[config.mk]
export PLATFORM = sky130hd
export DESIGN_NAME = phy_tx_frame_builder
export DESIGN_NICKNAME = d
export VERILOG_FILES = /design/src/rtl/phy_tx_frame_builder.sv
export SDC_FILE = /design/constraint.sdc
export NUM_CORES = 1
export LEC_CHECK = 0
export BUFFER_PORTS_ARGS = -buffer_cell sky130_fd_sc_hd__buf_2
export CAP_MARGIN = 20
export CORE_AREA = 2 2 66 68
export DETAILED_ROUTE_END_ITERATION = 12
export DIE_AREA = 0 0 68 70
export GPL_TIMING_DRIVEN = 0
export PLACE_DENSITY_LB_ADDON = 0.12
export SLEW_MARGIN = 20
export SYNTH_ARGS = -nofsm -noshare
export SYNTH_HDL_FRONTEND = slang
export SYNTH_SLANG_ARGS = --single-unit
[constraint.sdc]
create_clock -name clk -period 2.94 [get_ports clk]
set_input_delay 0.147 -clock clk [delete_from_list [all_inputs] [get_ports clk]]
set_output_delay 0.147 -clock clk [all_outputs]
set_load 0.02 [all_outputs]
[src/rtl/phy_tx_frame_builder.sv]
// PD PHY transmit framer: preamble, SOP K-codes, 4b5b payload, CRC and EOP as 5-bit symbols.
// Define PHY_TX_BIST_EN to enable BIST carrier mode (phy_tx_bist_en holds the preamble).
module phy_tx_frame_builder #(
  parameter int unsigned DATA_W  = 8,
  parameter int unsigned CRC_NIB = 8,
  parameter int unsigned MAX_NIB = 60
) (
  input  logic              clk,
  input  logic              rst_n,
  input  logic              phy_tx_packet_en,
  input  logic [2:0]        phy_tx_packet_type,
  input  logic              phy_tx_abort,
  input  logic [DATA_W-1:0] pl2phy_tx_payload,
  input  logic              pl2phy_tx_payload_last,
  output logic              phy2pl_tx_payload_done,
  input  logic [31:0]       phy_tx_packet_crc,
  input  logic              phy_tx_bist_en,
  output logic              phy_bmc_encoder_data_en,
  output logic [4:0]        phy_bmc_encoder_data,
  output logic              phy_bmc_encoder_data_preamble,
  input  logic              phy_bmc_encoder_data_done,
  input  logic              phy_bmc_encoder_hold_lowbmc_done,
  output logic              phy_tx_done,
  output logic              phy_tx_err
);

  localparam int unsigned NPW     = DATA_W / 4;
  localparam int unsigned SymSpan = (CRC_NIB > 4) ? ((CRC_NIB > NPW) ? CRC_NIB : NPW)
                                                  : ((NPW > 4) ? NPW : 4);
  localparam int unsigned SymW    = $clog2(SymSpan);
  localparam int unsigned NibW    = $clog2(MAX_NIB + 1);
  localparam int unsigned NpwW    = (NPW > 1) ? $clog2(NPW) : 1;

  localparam logic [4:0] SymS1  = 5'b11000;
  localparam logic [4:0] SymS2  = 5'b10001;
  localparam logic [4:0] SymS3  = 5'b00110;
  localparam logic [4:0] SymR1  = 5'b00111;
  localparam logic [4:0] SymR2  = 5'b11001;
  localparam logic [4:0] SymEop = 5'b01101;

  typedef enum logic [2:0] {
    StIdle,
    StPreamble,
    StSop,
    StPayload,
    StCrc,
    StEop,
    StHold
  } state_e;

  function automatic logic [4:0] enc_4b5b(input logic [3:0] nib);
    logic [4:0] code;
    case (nib)
      4'h0:    code = 5'b11110;
      4'h1:    code = 5'b01001;
      4'h2:    code = 5'b10100;
      4'h3:    code = 5'b10101;
      4'h4:    code = 5'b01010;
      4'h5:    code = 5'b01011;
      4'h6:    code = 5'b01110;
      4'h7:    code = 5'b01111;
      4'h8:    code = 5'b10010;
      4'h9:    code = 5'b10011;
      4'hA:    code = 5'b10110;
      4'hB:    code = 5'b10111;
      4'hC:    code = 5'b11010;
      4'hD:    code = 5'b11011;
      4'hE:    code = 5'b11100;
      default: code = 5'b11101;
    endcase
    return code;
  endfunction

  // K-code sequence per ordered set; first symbol sits in the top five bits.
  function automatic logic [4:0] sop_sym(input logic [2:0] ptype, input logic [1:0] idx);
    logic [19:0] seq;
    case (ptype)
      3'd1:    seq = {SymS1, SymS1, SymS3, SymS3};
      3'd2:    seq = {SymS1, SymS3, SymS1, SymS3};
      3'd3:    seq = {SymR1, SymR1, SymR1, SymR2};
      3'd4:    seq = {SymR1, SymS1, SymR1, SymS3};
      3'd5:    seq = {SymS1, SymR2, SymR2, SymS3};
      3'd6:    seq = {SymS1, SymR2, SymS3, SymS2};
      default: seq = {SymS1, SymS1, SymS1, SymS2};
    endcase
    return seq[5*(3-int'(idx)) +: 5];
  endfunction

  state_e            state_q, state_d;
  logic [SymW-1:0]   cnt_q, cnt_d;
  logic [NibW-1:0]   nib_q, nib_d, nib_inc;
  logic [2:0]        type_q, type_d;
  logic              err_seen_q, err_seen_d;
  logic              data_en_q, data_en_d;
  logic [4:0]        data_q, data_d;
  logic              pre_q, pre_d;
  logic              pl_done_q, pl_done_d;
  logic              tx_done_q, tx_done_d;
  logic              tx_err_q, tx_err_d;

  logic              done_acc, abort_acc, emit, word_end, bist_req;
  logic [NpwW-1:0]   nib_idx;
  logic [4:0]        sym;

`ifdef PHY_TX_BIST_EN
  localparam bit BistMode = 1'b1;
  assign bist_req = phy_tx_bist_en;
`else
  localparam bit BistMode = 1'b0;
  logic unused_bist;
  assign bist_req    = 1'b0;
  assign unused_bist = phy_tx_bist_en;
`endif

  assign done_acc  = data_en_q & phy_bmc_encoder_data_done;
  assign abort_acc = phy_tx_abort & (state_q != StIdle) & (state_q != StHold);
  assign emit      = (state_q == StPreamble) | (state_q == StSop) | (state_q == StPayload) |
                     (state_q == StCrc) | (state_q == StEop);
  assign nib_idx   = cnt_q[NpwW-1:0];
  assign word_end  = (nib_idx == NpwW'(NPW - 1));

  always_comb begin
    sym = 5'b00000;
    unique case (state_q)
      StSop:     sym = sop_sym(type_q, cnt_q[1:0]);
      StPayload: sym = enc_4b5b(pl2phy_tx_payload[4*int'(nib_idx) +: 4]);
      StCrc:     sym = enc_4b5b(phy_tx_packet_crc[4*int'(cnt_q) +: 4]);
      StEop:     sym = SymEop;
      default:   sym = 5'b00000;
    endcase
  end

  always_comb begin
    state_d    = state_q;
    cnt_d      = cnt_q;
    nib_d      = nib_q;
    nib_inc    = (nib_q == NibW'(MAX_NIB)) ? nib_q : nib_q + NibW'(1);
    type_d     = type_q;
    err_seen_d = err_seen_q;
    pl_done_d  = 1'b0;
    tx_done_d  = 1'b0;
    tx_err_d   = 1'b0;
    if (done_acc) cnt_d = cnt_q + SymW'(1);

    unique case (state_q)
      StIdle: begin
        if (phy_tx_packet_en || bist_req) state_d = StPreamble;
      end
      StPreamble: begin
        if (done_acc) begin
          if (bist_req) state_d = StPreamble;
          else if (phy_tx_packet_en || !BistMode) state_d = StSop;
          else state_d = StIdle;
        end
      end
      StSop: begin
        if (done_acc && cnt_q[1:0] == 2'd3) begin
          state_d = (type_q == 3'd3 || type_q == 3'd4) ? StHold : StPayload;
        end
      end
      StPayload: begin
        if (done_acc) begin
          nib_d = nib_inc;
          if (word_end) pl_done_d = 1'b1;
          // A final word landing exactly on the limit still gets its CRC and EOP.
          if (word_end && pl2phy_tx_payload_last) begin
            state_d = StCrc;
          end else if (nib_inc >= NibW'(MAX_NIB)) begin
            state_d    = StHold;
            tx_err_d   = 1'b1;
            err_seen_d = 1'b1;
          end
        end
      end
      StCrc: begin
        if (done_acc && cnt_q == SymW'(CRC_NIB - 1)) state_d = StEop;
      end
      StEop: begin
        if (done_acc) state_d = StHold;
      end
      StHold: begin
        if (phy_bmc_encoder_hold_lowbmc_done) begin
          state_d    = StIdle;
          tx_done_d  = ~err_seen_q;
          err_seen_d = 1'b0;
        end
      end
      default: state_d = StIdle;
    endcase

    if (abort_acc) begin
      state_d    = StHold;
      pl_done_d  = 1'b0;
      tx_err_d   = 1'b1;
      err_seen_d = 1'b1;
    end

    if (state_d != state_q) cnt_d = '0;
    if (state_d == StSop && state_q != StSop) begin
      nib_d  = '0;
      type_d = (phy_tx_packet_type == 3'd7) ? 3'd0 : phy_tx_packet_type;
    end
  end

  // Symbol launch: one idle cycle after every accepted done, payload held while valid.
  always_comb begin
    data_en_d = emit & ~done_acc & ~abort_acc;
    data_d    = 5'b00000;
    pre_d     = 1'b0;
    if (data_en_q && data_en_d) begin
      data_d = data_q;
      pre_d  = pre_q;
    end else if (data_en_d) begin
      data_d = sym;
      pre_d  = (state_q == StPreamble);
    end
  end

  always_ff @(posedge clk) begin
    if (!rst_n) begin
      state_q    <= StIdle;
      cnt_q      <= '0;
      nib_q      <= '0;
      type_q     <= 3'd0;
      err_seen_q <= 1'b0;
      data_en_q  <= 1'b0;
      data_q     <= 5'b00000;
      pre_q      <= 1'b0;
      pl_done_q  <= 1'b0;
      tx_done_q  <= 1'b0;
      tx_err_q   <= 1'b0;
    end else begin
      state_q    <= state_d;
      cnt_q      <= cnt_d;
      nib_q      <= nib_d;
      type_q     <= type_d;
      err_seen_q <= err_seen_d;
      data_en_q  <= data_en_d;
      data_q     <= data_d;
      pre_q      <= pre_d;
      pl_done_q  <= pl_done_d;
      tx_done_q  <= tx_done_d;
      tx_err_q   <= tx_err_d;
    end
  end

  assign phy_bmc_encoder_data_en       = data_en_q;
  assign phy_bmc_encoder_data          = data_q;
  assign phy_bmc_encoder_data_preamble = pre_q;
  assign phy2pl_tx_payload_done        = pl_done_q;
  assign phy_tx_done                   = tx_done_q;
  assign phy_tx_err                    = tx_err_q;

endmodule
# After elaboration in Yosys (flattened, before gate mapping)
# Memories as Yosys holds them, arrays and structs flattened.
# Cells that the tools add are included.
# classes
add_sub_neg,3
n_mul,1
n_lt_le_gt_ge,1
eq_ne,24
shifts,3
mux,31
bitwise_logic,14
reduce_logical,15
# op_table
operator,n
$pmux W20 S6,1
$mux W3,12
$shiftx A32 B6 Y4,1
$eq A3 B3 Y1 const B,8
$pmux W3 S7,1
$mux W20,1
$pmux W5 S4,1
$shiftx A20 B7 Y5,1
$eq A3 B2 Y1 const B,5
$mux W1,12
$ne A3 B3 Y1 const B,4
$shiftx A8 B4 Y4,1
$mul A4 B3 Y7 const A,1
$add A6 B1 Y6 const B,1
$eq A3 B1 Y1 const B,2
$eq A6 B6 Y1 const B,1
$ge A6 B6 Y1 const B,1
$mux W6,1
$ne A3 B2 Y1 const B,2
$reduce_bool A3 Y1,2
$and A1 B1 Y1,5
$logic_and A1 B1 Y1,5
$mux W5,1
$not A1 Y1,5
other kinds (13),17
# totals
regBits,26
romBits,160
in_bits,51
out_inout_bits,10
word_cells,105
memories,2
# mem_list
name,depth,word_bits,read_ports,rd_clocked_by_memory_dff,write_ports,line,rtl
(name not given),16,5,1,0,0,53,case (nib)
(name not given),16,5,1,0,0,53,

# Depth between registers and ports, before layout
# Gate-level depths: netlist (run 1).
# logic_depth
ltp_word,11
ltp_mapped,9
ltp_nobuf,8

# Worst setup path before layout (run 1)
# No wires, ideal clock.
# synth_timing
kind,register to register
from,register cnt_q[0]
to,register data_q[1] (netlist: phy_bmc_encoder_data[1])
setup_ns,0.125
arrival_time_ns,1.799
required_time_ns,2.815
path_slack_ns,1.017
stages_incl_launch_ff,7
n_path_buf,1
period_less_slack_ns,1.923
cell_sequence,dfxtp_1 buf_6 mux4_2 mux2_4 or2_1 o2111ai_1 a31oi_1
# synth_via
elab_chain_len,5
word_cells_on_any_way,9
cone_classes,add/sub (1); mul (1); shift (3); mux (2); memory (2)
# synth_rtl
item,line,rtl
start: declaration,90,"logic [SymW-1:0] cnt_q, cnt_d;"
start signal: assignment,234,cnt_q <= cnt_d;
$sub A2 B2 Y3,86,return seq[5*(3-int'(idx)) +: 5];
$mul A4 B3 Y7,86,
$shiftx A20 B7 Y5,86,
$pmux W5 S4 *,124,unique case (state_q)
$mux W5 *,213,end else if (data_en_d) begin
end signal: assignment,239,data_q <= data_d;
end: declaration,95,"logic [4:0] data_q, data_d;"
# Every way passes the cells marked *; elsewhere a longest branch is shown, timed or not.
# A chain may end at the register's enable or synchronous reset.

# Final worst setup path (run 1)
# layout_timing
from,register cnt_q[0]
to,register cnt_q[0]
# layout_via
elab_chain_len,7
word_cells_on_any_way,14
cone_classes,add/sub (1); eq/ne (3); mux (6); reduce/logical (4)
# layout_rtl
item,line,rtl
$eq A3 B3 Y1 (tied with other cells),176,if (done_acc && cnt_q == SymW'(CRC_NIB - 1)) state_d = StEop;
$logic_and A1 B1 Y1 (tied with other cells),176,
$mux W3 (on tied branches),"176, 157, 162",
$pmux W3 S7,145,unique case (state_q)
$mux W3,191,if (abort_acc) begin
$ne A3 B3 Y1,198,if (state_d != state_q) cnt_d = '0;
$reduce_or A2 Y1 (no line),--,
# Parallel ways exist; a longest one is shown, timed or not.

==> key figures, run 1 <==
Outcome
  – Status: completed

Logic synthesis
  – Synth unique cells: 70
  – Most common cell in the netlist: dfxtp_1
  – Synth Area in Compound Gates: approximately a quarter
  – XOR/XNOR Fraction of Synth Area: under 10%
  – Post-synth ARST share: 0%
  – Post-synthesis mux area share: about 15%
  – Post-Synthesis Cell Area: between 2000 and 2500 um2
  – Post-synth top area share: approximately a quarter
  – Largest family of logic cells by synthesized area: compound AO/OA/AOI/OAI gates
  – Syn_area_per_cell: approximately 8.5 um2
  – Synthesis-stage register bit count: 26
  – Sequential area share after synthesis: 23.4%
  – Synth area leaders: dfxtp_1 23%, mux4_2 5.1%, mux2i_1 4.0%
  – Post-Synth Simple-Gate Area: 23.2%
  – EDFF count, synth: 0
  – Ys flop type: dfxtp_1
  – Synth warn: 0
  – Synth Instances: about 260
  – Most common library cells after synthesis: 26 x dfxtp_1, 23 x nand2_1, 16 x nor2_1
  – Post-Syn Nets: around 320
  – Synth area leader: dfxtp_1
  – Synth Area in Adders: under 10%

Route
  – Drt first-iter violations: between 100 and 150
  – Post-DRT Antenna Nets: 0
  – Vias/cell: 5.86
  – DRT Pass-1 Iters: 4
  – Residual DRC: 0
  – Routed len/inst: approximately 14 um
  – Total number of vias: approximately 2200
  – Drt total wl: approximately 5400 um

Floorplan
  – Die ar.: roughly 4800 um2
  – Initial Utilization: a little over half
  – Die width: 68 um
  – Core Box Area: 4140 um2
  – Floorplan row count: 24
  – Die span in y: about 70 um
  – I/O pins: about 60

Global route
  – Vias in the first global route: between 2000 and 2500
  – Largest net degree at the start of global routing: 16
  – First-pass GRT wire length: around 9400 um
  – Grt total ovfl: 0
  – GRT Overall Usage: about a quarter
  – Initial antenna violation count: 0

Cells and area
  – Antenna diodes: 0
  – Reg area: between 500 and 600 um2
  – Syn-to-layout area delta: 19.4%
  – Layout cell share with drive strength beyond 1: between 20% and 30%
  – Fill cell count: ~370
  – Multi-input gate area in the final layout: between 1500 and 2000 um2
  – Total Nets Final: 380
  – Post-layout util: between 60% and 70%

Timing
  – Minimum clock period after layout: between 2 and 2.5 ns
  – Layout Skew: approximately 0.0035 ns
  – Slew Viols, Final: 0
  – Setup-failing EPs final: 0
  – Fin. Hold Viols: 0
  – Period Utilization, post-route: between 70% and 80%
  – Worst slew pin tran: 0.705 ns
  – Slew HR: between 50% and 60%
  – Setup TNS: 0 ns
  – Maximum clock rate: 0.477 GHz
  – RSZ-0062 raised after global routing: false

Worst setup path
  – Crit path DAT: 2.30 ns
  – Setup Crit Path Kind: register to register
  – FF-to-FF setup slack: approximately 0.84 ns
  – CP startpoint: cnt_q[0]
  – Worst r2r src: cnt_q[0]
  – Worst R2R Path Depth: 8
  – Buffers and inverters on the worst path: 2
  – Crit. End Element: register
  – Top delay family on crit path: compound AO/OA/AOI/OAI gates
  – Critical Path RT: 3.14 ns
  – Worst path max stage delay: ~0.39 ns
  – Type of origin of the critical path: register
  – Critical path's slowest cell: dfxtp_1
  – CP Max Fanout: 10
  – Worst path depth: 8
  – Worst path cell trace: buf_6, buf_2, nand2_1, o211ai_1, a2bb2oi_1, o221ai_1, xor2_1, nor3_1
  – R2r endpoint: cnt_q[0]

CTS
  – Clk buf depth: 2
  – Sink Count: 26
  – Worst-Skew Late Latency: 0.27 ns
  – # hold bufs at CTS: 0
  – CTS buffer count: 3
  – H-tree depth: 1
  – # Post-CTS Setup Buffers: 0
  – TritonCTS clock tree: yes
  – Clock root buffer: clkbuf_8
  – Post-CTS sizing: 0
  – Clock transition at the registers of the reported paths: ~0.10 ns

Worst hold path
  – Hold Path Class: input pin to register
  – Hold Path Origin: phy_tx_packet_type[0]
  – Hold path depth: 3
  – Hold Path End: type_q[0]

Placed design
  – Count of input and output buffers: 58
  – Final HPWL DP: about 4200 um
  – Gpl congestion: approximately 0.9

Power
  – Lkg Pwr: around 1.1 nW
  – Worst vdd ir: roughly 0.23 mV
  – Pwr per Cell Area: between 400 and 500 nW/um2

Job
  – Max capacitance violation total: 0
## where the power goes
part           switching (mW)  internal (mW)  leakage (nW)
clock network           0.124          0.182        0.0357
logic                   0.279          0.214         0.865
registers              0.0171          0.379         0.211
## state kept, by name, indices dropped and copies added (netlist names)
name                           cells
state_q                            3
err_seen_q                         1
phy2pl_tx_payload_done             1
cnt_q                              3
phy_bmc_encoder_data_en            1
nib_q                              6
phy_bmc_encoder_data               5
phy_tx_done                        1
phy_tx_err                         1
phy_bmc_encoder_data_preamble      1
type_q                             3
## worst reg2reg max path, cell delays in order, from the launching register on
cell,delay (ns)
dfxtp_1,0.39
buf_6,0.19
buf_2,0.27
nand2_1,0.12
o211ai_1,0.17
a2bb2oi_1,0.26
o221ai_1,0.21
xor2_1,0.21
nor3_1,0.21
## stage by stage
step / total power [mW] / hold WS [ns] / setup slack (ns) / instances / area, um2
after floorplan: 0.768 / 0.301 / 1.02 / 262 / 2230
after global placement: 0.883 / 0.402 / 0.860 / 372 / 2580
after detailed placement: 0.887 / 0.411 / 0.878 / 372 / 2580
after CTS: 1.19 / 0.142 / 0.858 / 376 / 2650
after global routing: 1.26 / 0.153 / 0.648 / 376 / 2660
final: 1.19 / 0.145 / 0.842 / 376 / 2660
## metal layers
layer	wire length [um]	global-route usage (%)	part of all wire, %	vias to the layer above
met2	2510	38.4	47	62
met5	0	0	0	-
met4	91	6.89	1.7	0
li1	-	-	-	1108
met3	266	4.51	5.0	11
met1	2480	33.6	46	1023
## placed cells by master, fill, tap and decap left out, types with 5 or more instances in the layout
cell type / count
nand2_1: 23
o21ai_0: 9
mux4_2: 5
xnor2_1: 5
o21ai_1: 6
and2_1: 6
a21oi_1: 11
dfxtp_1: 26
mux2i_1: 9
nand2b_1: 8
inv_1: 9
nor2_1: 16
xor2_1: 6
nor3_1: 9
buf_2: 69
a31oi_1: 5
nand3_1: 6
## kinds of logic after synthesis
| logic type | after synthesis |
|---|---|
| and+or+nand+nor | 95 |
| DFF | 26 |
| muxes | 22 |
| buffers and inverters | 29 |
| AOI/OAI and AO/OA | 74 |
| xor gates and xnor gates | 11 |
| adders and majority gates | 5 |
## final cells by class
class / instances / area share (%)
inverter: 10 / 1.41
buffer: 19 / 4.33
timing repair buffer: 58 / 10.9
multi-input combinational: 207 / 58.6
tap: 52 / 2.45
sequential: 26 / 19.6
clock inverter: 1 / 1.13
clock buffer: 3 / 1.55
## how the worst max path moves through the flow
stage,endpoint,slack [ns]
global placement,phy_bmc_encoder_data[4],0.86
global route,cnt_q[0],0.65
detailed placement,phy_bmc_encoder_data[4],0.88
floorplan,phy_bmc_encoder_data[1],1.02
finish,cnt_q[0],0.84
CTS,phy_bmc_encoder_data[4],0.86
Note: power is estimated with default switching activity, not from simulation.
==> run 2, diff against run 1 <==
--- a/config.mk
+++ b/config.mk
@@ -5,11 +5,12 @@
 export SDC_FILE = /design/constraint.sdc
 export NUM_CORES = 1
 export LEC_CHECK = 0
+export ABC_AREA = 1
 export BUFFER_PORTS_ARGS = -buffer_cell sky130_fd_sc_hd__buf_2
 export CAP_MARGIN = 20
-export CORE_AREA = 2 2 66 68
+export CORE_AREA = 2 2 67 69
 export DETAILED_ROUTE_END_ITERATION = 12
-export DIE_AREA = 0 0 68 70
+export DIE_AREA = 0 0 69 71
 export GPL_TIMING_DRIVEN = 0
 export PLACE_DENSITY_LB_ADDON = 0.12
 export SLEW_MARGIN = 20
==> constraint.sdc (replaced) <==
create_clock -name clk -period 2.11 [get_ports clk]
set_input_delay 0.1055 -clock clk [delete_from_list [all_inputs] [get_ports clk]]
set_output_delay 0.1055 -clock clk [all_outputs]
set_load 0.02 [all_outputs]
==> run 2 against run 1 <==
Compared with the run above: non-clock buffer count decreased by 9; clock power increased by 7.5%; via count increased by 9.5%; clock skew about the same; utilization decreased by 4.5 points; highest routed layer unchanged; global-route usage decreased by 0.91 points; register-to-register slack got worse by 0.63 ns; wire length increased by 3.2%.
==> key figures, run 2 <==
Cells and area
  – Max reg flops: 6 (unchanged)
  – Antenna diodes: 0 (unchanged)
  – Commonest non-fill, non-tap cells in the layout: 87 x nand2_1, 63 x buf_2, 55 x nor2_1 (was 69 x buf_2, 26 x dfxtp_1, 23 x nand2_1)
  – Total Nets Final: 471 (was 380)
  – Layout cell share with drive strength beyond 1: 22.9% (was 29.9%)
  – Post-layout util: 59.7% (was 64.2%)
  – Syn-to-layout area delta: 19.9% (was 19.4%)
  – Fill cell count: 432 (was 374)
  – Leading cell type in the layout, fill and taps excluded: nand2_1 (was buf_2)
  – Top reg by flops: nib_q (unchanged)

Floorplan
  – Core Box Area: 4200 um2 (was 4140 um2)
  – I/O pins: 61 (unchanged)
  – Die ar.: 4900 um2 (was 4760 um2)
  – Die width: 69 um (was 68 um)
  – Floorplan row count: 24 (unchanged)
  – Initial Utilization: 49.8% (was 53.7%)
  – Die span in y: 71 um (was 70 um)

CTS
  – Clk buf depth: 2 (unchanged)
  – Sink Count: 26 (unchanged)
  – CTS buffer count: 3 (unchanged)
  – Clock transition at the registers of the reported paths: 0.09 ns (was 0.10 ns)
  – H-tree depth: 1 (unchanged)
  – Worst-Skew Late Latency: 0.27 ns (about the same)
  – TritonCTS clock tree: yes (unchanged)
  – # hold bufs at CTS: 0 (unchanged)
  – Clock root buffer: clkbuf_8 (unchanged)

Power
  – Clock power frac: 13.9% (was 25.6%)
  – Worst vdd ir: 0.872 mV (was 0.229 mV)
  – Combinational share of power: 57.0% (was 41.2%)
  – Lkg Pwr: 1.25 nW (was 1.11 nW)
  – Switching Share: 48.0% (was 35.2%)
  – Sequential share of power: 29.0% (was 33.1%)
  – NetSw: 1.13 mW (was 0.420 mW)
  – Internal: 1.23 mW (was 0.775 mW)
  – Pwr per Cell Area: 939 nW/um2 (was 449 nW/um2)

Logic synthesis
  – Syn_area_per_cell: 5.95 um2 (was 8.50 um2)
  – Synth Instances: 352 (was 262)
  – Post-Syn Nets: 407 (was 317)
  – Synthesis-stage register bit count: 26 (unchanged)
  – Most common library cells after synthesis: 87 x nand2_1, 55 x nor2_1, 40 x o21ai_0 (was 26 x dfxtp_1, 23 x nand2_1, 16 x nor2_1)
  – Synth area leaders: dfxtp_1 25%, nand2_1 16%, nor2_1 9.9% (was dfxtp_1 23%, mux4_2 5.1%, mux2i_1 4.0%)
  – Post-synth top area share: 24.9% (was 23.4%)
  – Ys flop type: dfxtp_1 (unchanged)
  – Post-Synthesis Cell Area: 2090 um2 (was 2230 um2)
  – Synth warn: 0 (unchanged)
  – Synth unique cells: 38 (was 70)
  – Synth area leader: dfxtp_1 (unchanged)
  – EDFF count, synth: 0 (unchanged)
  – Most common cell in the netlist: nand2_1 (was dfxtp_1)
  – Post-synth ARST share: 0% (unchanged)
  – Sequential area share after synthesis: 24.9% (was 23.4%)

Global route
  – Initial antenna violation count: 0 (unchanged)
  – First-pass GRT wire length: 9630 um (was 9360 um)
  – Grt total ovfl: 0 (unchanged)
  – Vias in the first global route: 2257 (was 2118)
  – Largest net degree at the start of global routing: 15 (was 16)
  – GRT Overall Usage: 23.5% (was 24.4%)

Route
  – Drt first-iter violations: 90 (was 115)
  – Routed len/inst: 11.8 um (was 14.2 um)
  – Drt total wl: 5520 um (was 5350 um)
  – Residual DRC: 0 (unchanged)
  – Total number of vias: 2413 (was 2204)
  – Vias/cell: 5.17 (was 5.86)
  – DRT Pass-1 Iters: 4 (unchanged)
  – Post-DRT Antenna Nets: 0 (unchanged)

Timing
  – Period Utilization, post-route: 90.1% (was 71.4%)
  – RSZ-0062 raised after global routing: false (unchanged)
  – Setup-failing EPs final: 0 (unchanged)
  – Maximum clock rate: 0.526 GHz (was 0.477 GHz)
  – Minimum clock period after layout: 1.90 ns (was 2.10 ns)
  – Layout Skew: 0.00304 ns (was 0.00352 ns)
  – Worst slew pin tran: 0.532 ns (was 0.705 ns)
  – Final worst slack: 0.209 ns (was 0.842 ns)
  – Slew Viols, Final: 0 (unchanged)
  – Fin. Hold Viols: 0 (unchanged)
  – Slew HR: 64.3% (was 52.9%)
  – Setup TNS: 0 ns (unchanged)

Worst setup path
  – Top delay family on crit path: simple AND/OR/NAND/NOR gates (was compound AO/OA/AOI/OAI gates)
  – Critical path's slowest cell: dfxtp_1 (unchanged)
  – Worst path cell trace: nor3_1, nor3_2, inv_2, nand3_2, nand4_4, o21ai_2, a21oi_1 (was buf_6, buf_2, nand2_1, o211ai_1, a2bb2oi_1, o221ai_1, xor2_1, nor3_1)
  – Crit. End Element: register (unchanged)
  – Crit path DAT: 2.06 ns (was 2.30 ns)
  – Critical Path RT: 2.27 ns (was 3.14 ns)
  – Worst r2r src: state_q[2] (was cnt_q[0])
  – Setup Crit Path Kind: register to register (unchanged)
  – CP Max Fanout: 7 (was 10)
  – Worst R2R Path Depth: 7 (was 8)
  – Buffers and inverters on the worst path: 1 (was 2)
  – R2r endpoint: nib_q[0] (was cnt_q[0])
  – FF-to-FF setup slack: 0.21 ns (was 0.84 ns)
  – Type of origin of the critical path: register (unchanged)
  – Worst path max stage delay: 0.48 ns (was 0.39 ns)

Outcome
  – Status: completed (unchanged)

Placed design
  – Worst slack, placed: 0.224 ns (was 0.878 ns)
  – Gpl congestion: 0.851 (was 0.897)
  – Count of input and output buffers: 59 (was 58)
  – Final HPWL DP: 4360 um (was 4200 um)

Worst hold path
  – Hold Path End: phy_tx_done (was type_q[0])
  – Hold Path Origin: phy_bmc_encoder_hold_lowbmc_done (was phy_tx_packet_type[0])
  – Hold Path Class: input pin to register (unchanged)
  – Hold path depth: 3 (unchanged)

Job
  – Max capacitance violation total: 0 (unchanged)
## run 2: cell types whose count changed in the layout (fill, tap and decap cells not counted), sizes merged, moves of 8 or more
cell / previous run / this run
o21ai: 16 / 47
nand2b: 8 / 0
mux4: 8 / 0
mux2i: 9 / 0
nand3: 6 / 22
nand2: 23 / 91
and2: 8 / 0
buf: 74 / 65
nor2: 17 / 63
inv: 10 / 42
## run 2: cell type report
class | count | area (um2) | share of cell area [%]
Clock buffer | 4 | 55.1 | 2.19
Tap cell | 52 | 65.1 | 2.59
Timing Repair Buffer | 59 | 295 | 11.8
Multi-Input combinational cell | 275 | 1370 | 54.4
Inverter | 42 | 158 | 6.28
Buffer | 9 | 51.3 | 2.04
Sequential cell | 26 | 520 | 20.7
## run 2: power groups by stage
stage / Sequential, mW / Clock [mW] / Combinational [mW]
finish: 0.684 / 0.329 / 1.34
global route: 0.698 / 0.356 / 1.52
CTS: 0.682 / 0.338 / 1.33
detailed placement: 0.695 / 0 / 1.32
global placement: 0.692 / 0 / 1.30
floorplan: 0.697 / 0 / 1.03
## run 2: worst max path at each step
stage                           from                 endpoint  slack (ns)  cells after the start
after floorplan             nib_q[0]                 nib_q[0]        0.49                     13
after global placement      cnt_q[0]  phy_bmc_encoder_data[1]        0.23                     10
after detailed placement    cnt_q[0]  phy_bmc_encoder_data[1]        0.22                     10
after CTS                   cnt_q[0]  phy_bmc_encoder_data[1]        0.18                     10
after global routing      state_q[2]                 nib_q[4]       0.008                      7
final                     state_q[2]                 nib_q[0]        0.21                      7
## run 2: what timing repair did
action                                  4_1_cts  5_1_grt
resized for setup                             0        3
endpoints found under the setup margin        0        1
buffers inserted                              0        0
## run 2: worst register-to-register path, cell delays in order, from the launching register on
cell     delay (ns)
dfxtp_1        0.48
nor3_1         0.15
nor3_2         0.41
inv_2          0.14
nand3_2        0.15
nand4_4        0.13
o21ai_2        0.26
a21oi_1        0.07
## run 2: per-layer routing
metal | GRT usage [%] | routed length, um | vias to the layer above
met5 | 0 | 0 | -
met4 | 9.80 | 134 | 0
met3 | 4.70 | 367 | 13
met2 | 39.3 | 2520 | 91
met1 | 29.5 | 2500 | 1034
li1 | - | - | 1275
## run 2: per-stage QoR
step / cell area [um2] / hold WS, ns / power, mW / cells
6_report: 2510 / 0.0971 / 2.36 / 467
5_1_grt: 2510 / 0.139 / 2.57 / 467
4_1_cts: 2510 / 0.0935 / 2.35 / 467
3_5_place_dp: 2450 / 0.392 / 2.01 / 463
3_3_place_gp: 2450 / 0.393 / 1.99 / 463
2_1_floorplan: 2090 / 0.226 / 1.73 / 352
## run 2: kinds of logic after synthesis
group,after synthesis,share of synthesized area [%]
adders and majority gates,4,2.39
xor gates and xnor gates,3,1.26
AOI/OAI and AO/OA,78,20.8
buffers and inverters,51,9.92
and+or+nand+nor,190,40.8
DFF,26,24.9
